===== src/rtl/noc_pkg.sv =====
// noc_pkg: flit types, port encodings and FSM states shared by the router input port.
package noc_pkg;
  typedef enum logic [1:0] {BODY = 2'b00, HEAD = 2'b01, TAIL = 2'b10, SINGLE = 2'b11} flit_type_e;
  typedef enum logic {IDLE = 1'b0, PKT = 1'b1} state_e;
  localparam int P_L = 0;
  localparam int P_N = 1;
  localparam int P_E = 2;
  localparam int P_S = 3;
  localparam int P_W = 4;
  localparam logic [4:0] PORT_L = 5'b00001;
  localparam logic [4:0] PORT_N = 5'b00010;
  localparam logic [4:0] PORT_E = 5'b00100;
  localparam logic [4:0] PORT_S = 5'b01000;
  localparam logic [4:0] PORT_W = 5'b10000;
  localparam int FLIT_W_DEF = 34;
  localparam int COORD_W_DEF = 4;
endpackage


===== src/rtl/xy_route.sv =====
// xy_route: dimension-ordered route, X resolved before Y, one-hot output port.
module xy_route
  import noc_pkg::*;
#(
  parameter int COORD_W = COORD_W_DEF
) (
  input  logic [7:0] dest,
  input  logic [7:0] my_addr,
  output logic [4:0] port
);
  logic [COORD_W-1:0] dx, dy, mx, my;
  assign {dx, dy} = dest;
  assign {mx, my} = my_addr;
  always_comb begin
    port = dx > mx ? PORT_E :
           dx < mx ? PORT_W :
           dy > my ? PORT_N :
           dy < my ? PORT_S : PORT_L;
  end
endmodule


===== src/rtl/route_compute.sv =====
// route_compute: XY route for head flits, route locked until tail, one registered
// valid/ready stage towards the switch allocator.
module route_compute
  import noc_pkg::*;
#(
  parameter int FLIT_W  = FLIT_W_DEF,
  parameter int COORD_W = COORD_W_DEF
) (
  input  logic              clk,
  input  logic              rst,
  input  logic [7:0]        my_addr_i,
  input  logic [FLIT_W-1:0] in_flit_i,
  input  logic              in_valid_i,
  output logic              in_ready_o,
  output logic [FLIT_W-1:0] out_flit_o,
  output logic [4:0]        out_port_o,
  output logic              out_valid_o,
  input  logic              out_ready_i,
  output logic              err_o
);
  state_e     state;
  flit_type_e ftype;
  logic [4:0] route, route_q;
  logic       acc, ok;
  xy_route #(.COORD_W(COORD_W)) u_xy (.dest(in_flit_i[7:0]), .my_addr(my_addr_i), .port(route));
  assign in_ready_o = !out_valid_o || out_ready_i;
  assign acc = in_valid_i && in_ready_o;
  assign ftype = flit_type_e'(in_flit_i[FLIT_W-1 -: 2]);
  assign ok = state == IDLE ? (ftype == HEAD || ftype == SINGLE) : (ftype == BODY || ftype == TAIL);
  always_ff @(posedge clk) begin
    if (rst) begin
      state       <= IDLE;
      route_q     <= '0;
      out_valid_o <= 1'b0;
      out_flit_o  <= '0;
      out_port_o  <= '0;
      err_o       <= 1'b0;
    end else begin
      err_o <= acc && !ok;
      if (acc && ok) begin
        out_valid_o <= 1'b1;
        out_flit_o  <= in_flit_i;
        out_port_o  <= state == IDLE ? route : route_q;
        if (state == IDLE && ftype == HEAD) begin
          state   <= PKT;
          route_q <= route;
        end
        if (state == PKT && ftype == TAIL) state <= IDLE;
      end else if (out_ready_i) begin
        out_valid_o <= 1'b0;
      end
    end
  end
endmodule


===== config.mk =====
export PLATFORM = sky130hd
export DESIGN_NAME = route_compute
export DESIGN_NICKNAME = d
export VERILOG_FILES = /design/src/rtl/noc_pkg.sv /design/src/rtl/xy_route.sv /design/src/rtl/route_compute.sv
export SDC_FILE = /design/constraint.sdc
export NUM_CORES = 1
export LEC_CHECK = 0
export CAP_MARGIN = 20
export CORE_MARGIN = 5
export CORE_UTILIZATION = 45
export CTS_CLUSTER_DIAMETER = 50
export DETAILED_ROUTE_END_ITERATION = 10
export PLACE_DENSITY = 0.77
export SETUP_SLACK_MARGIN = 0.3
export SYNTH_ARGS = -nofsm -noshare
export SYNTH_HDL_FRONTEND = slang
export SYNTH_HIERARCHICAL = 1
export SYNTH_SLANG_ARGS = --single-unit
export TNS_END_PERCENT = 20

===== constraint.sdc =====
create_clock -name clk -period 2.2 [get_ports clk]
set_input_delay 0.44 -clock clk [delete_from_list [all_inputs] [get_ports clk]]
set_output_delay 0.44 -clock clk [all_outputs]
set_load 0.005 [all_outputs]

# [After elaboration in Yosys (flattened, before gate mapping)]
# Index checks and enable logic that the tools add are counted.
[totals] reg_bits=47 in_bits=46 output_inout_bits=42
[classes] magnitude_cmp=4 eq_ne=3 n_mux=10 bitwise_logic=1 reduce_logical=15
[op_table] operator="5-bit two-way mux" count=4
[op_table] operator="4-bit > comparator" count=2
[op_table] operator="4-bit < comparator" count=2
[op_table] operator="1-bit logical AND" count=5
[op_table] operator="1-bit two-way mux" count=5
[op_table] operator="2-bit == test, second input constant" count=2
[op_table] operator="4-bit two-way mux" count=1
[op_table] operator="2-bit AND reduction" count=2
[op_table] operator="2-bit nonzero test" count=2
[op_table] operator="1-bit logical OR" count=3
[op_table] operator="2-bit by 1-bit == test with 1-bit output, second input constant" count=1
[op_table] operator="1-bit zero test" count=2
[op_table] operator="2-bit zero test" count=1
[op_table] operator="1-bit inverter" count=1

# [Logic depth before layout (Yosys ltp)]
[depth] depth_word=6 ltp_mapped=7 depth_no_buf=7

# [By module]
# Netlist, hierarchy kept.
[by_module_without_submodules] module="route_compute" instances=1 cells_each=210 area_each_um2=2195.9 seq_area_each_um2=940.9
[by_module_without_submodules] module="xy_route" instances=1 cells_each=33 area_each_um2=264.0 seq_area_each_um2=0.0

# [Least setup slack after synthesis]
# No wires, ideal clock.
[synth_timing] kind="input to register" from="input port my_addr_i[3]" to="register out_port_o[0]" setup_ps=80 arrival_time_ps=1668 t_required_ps=2120 slack_ps=452 path_stages=7 path_buffers=0 path_cell_list="inv_1 ha_1 nand2_1 o21bai_1 a2111oi_2 mux2i_1 a211oi_2"
[synth_via] elab_chain_len=6
[synth_lines] item="from (decl)" line_no="route_compute.sv:11" rtl="input logic [7:0] my_addr_i,"
[synth_lines] item="4-bit < comparator" line_no="xy_route.sv:18" rtl="dy < my ? PORT_S : PORT_L;"
[synth_lines] item="4-bit two-way mux" line_no="xy_route.sv:18"
[synth_lines] item="5-bit two-way mux *" line_no="xy_route.sv:17" rtl="dy > my ? PORT_N :"
[synth_lines] item="5-bit two-way mux *" line_no="xy_route.sv:16" rtl="dx < mx ? PORT_W :"
[synth_lines] item="5-bit two-way mux *" line_no="xy_route.sv:15" rtl="port = dx > mx ? PORT_E :"
[synth_lines] item="net route[0]" line_no="route_compute.sv:23" rtl="logic [4:0] route, route_q;"
[synth_lines] item="5-bit two-way mux *" line_no="route_compute.sv:43" rtl="out_port_o <= state == IDLE ? route : route_q;"
[synth_lines] item="to (signal assigned)" line_no="route_compute.sv:43"
[synth_lines] item="to (decl)" line_no="route_compute.sv:16" rtl="output logic [4:0] out_port_o,"
# Mark *: on every way through the listed nets, which the timed path passes. The rest lies on a longest branch.
# A chain may end at the register's enable or synchronous reset.

# [Worst setup path in the final report]
[layout_timing] from="input port out_ready_i" to="output port in_ready_o"
[layout_via] elab_chain_len=1
[layout_lines] item="from (decl)" line_no="route_compute.sv:18" rtl="input logic out_ready_i,"
[layout_lines] item="1-bit logical OR" line_no="route_compute.sv:26" rtl="assign in_ready_o = !out_valid_o || out_ready_i;"
[layout_lines] item="to (decl)" line_no="route_compute.sv:14" rtl="output logic in_ready_o,"
# Every way passes these cells.

==> flow_metrics.tcl <==
set metrics [dict create \
    fin_total_pwr_mw 2.14 \
    netlist.top_cell.by_area "sky130_fd_sc_hd__dfxtp_1" \
    critPathBufInv 3 \
    timing.slew.headroom_pct 62.6 \
    clkSinkCount 47 \
    netlist_top_cells_count "sky130_fd_sc_hd__nand2b_1 (79), sky130_fd_sc_hd__dfxtp_1 (47), sky130_fd_sc_hd__mux2i_1 (43), sky130_fd_sc_hd__clkbuf_1 (11), sky130_fd_sc_hd__inv_1 (9)" \
    ys_top_cells_by_area "sky130_fd_sc_hd__dfxtp_1 (38%), sky130_fd_sc_hd__nand2b_1 (20%), sky130_fd_sc_hd__mux2i_1 (17%), sky130_fd_sc_hd__ha_1 (4.1%), sky130_fd_sc_hd__a211oi_2 (2.5%)" \
    drt_first_iter_violations 81 \
    clk_path_buf_depth 2 \
    synth_seq_cells 47 \
    final_layout_size_suffix_gt1_share_pct 15.8 \
    grt_antenna_before_repair 0 \
    cts-hold-fix-buffers 0 \
    finalWeightedCongestion 0.794 \
    worstPathMaxFanout 2 \
    share_of_flip_flops_with_an_asynchronous_set_or_reset_pct 0 \
    crit_type "input pin to primary output" \
    pin_count 88 \
    path_cells "clkdlybuf4s50_1, nor2b_1, inv_1, dlygate4sd2_1" \
    timing.critical_path.from_type "input pin" \
    post-route-drc-count 0 \
    insertion_delay_ns 0.31 \
    vias_in_the_first_global_route 1953 \
    crit_path_max_delay_cell_type "sky130_fd_sc_hd__clkdlybuf4s50_1" \
    areaGrowthSynthToFinish_pct 50.1 \
    cts.root.buffer_cell "sky130_fd_sc_hd__clkbuf_8" \
    port_buffers 87 \
    max_slew_violation_total_from_the_final_report 0 \
    layout_min_cycle_time_ns 1.80 \
    worstMarginPinSlew_ns 0.557 \
    tritoncts.num_buffers 5 \
    antenna_violation_net_count_after_detailed_routing 0 \
    min_path_type "input pin to flop" \
    placementRows 27 \
    tritoncts "yes" \
    avgRoutedWirePerCell_um 13.9 \
    postRouteWirelength_um 5650 \
    postLayoutSetupSlackWorst_ns 0.400 \
    clk_transition_reported_paths_ns 0.08 \
    drt-vias-per-instance 4.79 \
    leakagePower_nw 1.45 \
    number_of_enable_type_register_cells_in_the_synthesized_netlist 0 \
    floorplan.initialDensity_pct 45.5 \
    powerDensity_nw_per_um2 578 \
    die_extent_in_y_um 83.9 \
    maxCapViolCount 0 \
    post_synth_instance_area_um2 2460 \
    wire_length_of_the_first_global_routing_pass_um 9290 \
    via_count 1949 \
    syn_inst 243 \
    globalRoute.totalOverflow 0 \
    fillCellCount 429 \
    outcome "finished, final reports clean" \
    mappedNetlistNets 297 \
    worst_clock_skew_ns 0.00747 \
    postSynth.topFlopCell "sky130_fd_sc_hd__dfxtp_1" \
    fp.coreArea_um2 5410 \
    netlist-cell-type-count 32 \
    fin_nets 388 \
    synth_top_area_share_pct 38.3 \
    post-synth-top-count-cell "sky130_fd_sc_hd__nand2b_1" \
    gr-usage-all-layers_pct 16.1 \
    report.final.hold_viol_count 0 \
    critPathArrivalTime_ns 1.36 \
    diodes 0 \
    grt_setup_unrepaired "yes" \
    drt_pass1_iterations 4 \
    max_stage_delay_ns 0.40 \
    place_ws_ns -0.117 \
    grt_start_max_net_pins 88 \
    setup_viol 0 \
    hpwl_um 3940 \
    post_syn_area_per_cell_um2 10.1 \
    die_width_um 83.9 \
    finalCritPeriodShare_pct 81.8 \
    die_area_um2 7050 \
    vdd_ir_drop_max_mv 0.346 \
    htree_levels 2 \
    maxClockFrequency_ghz 0.555 \
    synth_warnings 6 \
    crit_required_ns 1.76 \
    endpoint_kind "primary output" \
    synth.yosys.seq_area_share_pct 38.3 \
    path_delay_family "buffers and inverters" \
]
==> flip-flops by register name, summed over array words and instances, names as in the netlist <==
signal       flops
out_valid_o      1
route_q          5
out_flit_o      34
err_o            1
state            1
out_port_o       5
==> per-layer routing <==
layer | routed length (µm) | vias to the layer above | track usage [%]
met5 | 0 | - | 0
met4 | 92 | 0 | 4.39
met3 | 284 | 10 | 5.03
met2 | 2780 | 55 | 26.5
met1 | 2500 | 890 | 20.4
li1 | - | 994 | -
==> through the flow <==
| step | utilization, % | cells | hold WS, ns | area (µm²) | TNS (ns) |
|---|---|---|---|---|---|
| 2_1_floorplan | - | 243 | 0.448 | 2460 | 0 |
| 4_1_cts | 66.1 | 407 | 0.481 | 3570 | 0 |
| 5_1_grt | 68.3 | 407 | 0.485 | 3690 | 0 |
| 6_report | 68.3 | 407 | 0.448 | 3690 | 0 |
| 3_3_place_gp | 63.2 | 397 | 0.458 | 3420 | -0.205 |
| 3_5_place_dp | 63.2 | 397 | 0.462 | 3420 | -0.299 |
==> kinds of logic after synthesis <==
group / Yosys count / synth area share (%)
fa+ha+maj: 8 / 4.07
xor+xnor: 1 / 0.661
flops: 47 / 38.3
buf+inv: 28 / 6.87
compound gates: 23 / 8.49
simple gates: 93 / 24.2
mux: 43 / 17.5
==> where the power goes <==
group          internal [mW]  total (mW)  leakage, nW  switching [mW]
clock                  0.368       0.667       0.0612           0.299
combinational          0.320       0.524         1.01           0.203
sequential             0.910       0.945        0.384          0.0353
==> final timing paths <==
kind,start,end,slack [ns],cells after the start
max,out_ready_i,in_ready_o,0.40,4
min,in_flit_i[0],out_flit_o[0],0.45,3
max reg2reg,state,out_flit_o[1],0.58,4
min reg2reg,out_flit_o[4],out_flit_o[4],0.48,2
==> placed cells by master (no fill, tap or decap), types with 4 or more instances in the layout <==
cell and n:
sky130_fd_sc_hd__clkbuf_8 6, sky130_fd_sc_hd__a211oi_2 5, sky130_fd_sc_hd__dfxtp_1 47, sky130_fd_sc_hd__mux2i_1 43, sky130_fd_sc_hd__clkdlybuf4s50_1 70, sky130_fd_sc_hd__ha_4 6
sky130_fd_sc_hd__dlymetal6s2s_1 13, sky130_fd_sc_hd__a21oi_1 4, sky130_fd_sc_hd__inv_2 8, sky130_fd_sc_hd__buf_4 11, sky130_fd_sc_hd__nand2b_1 79, sky130_fd_sc_hd__a31oi_1 7
==> timing repair <==
item	CTS	global route
resized for setup	7	29
buffers inserted	2	0
setup endpoints to repair	4	8
pin swaps	3	4
==> final cells by class <==
class | count | area [µm²] | area share (%)
inverter | 11 | 41.3 | 1.12
sequential | 47 | 941 | 25.5
timing repair buffer | 101 | 1040 | 28.1
clock inverter | 2 | 35.0 | 0.949
tap | 72 | 90.1 | 2.44
multi-input combinational | 168 | 1470 | 39.7
clock buffer | 6 | 82.6 | 2.24
==> worst reg2reg max path, stage by stage (launching register included) <==
cell and delay, ns:
sky130_fd_sc_hd__dfxtp_1 0.65, sky130_fd_sc_hd__xor2_2 0.19, sky130_fd_sc_hd__and3_2 0.26, sky130_fd_sc_hd__buf_12 0.20
sky130_fd_sc_hd__mux2i_1 0.23
No activity file was read; power rests on OpenSTA's default activity.
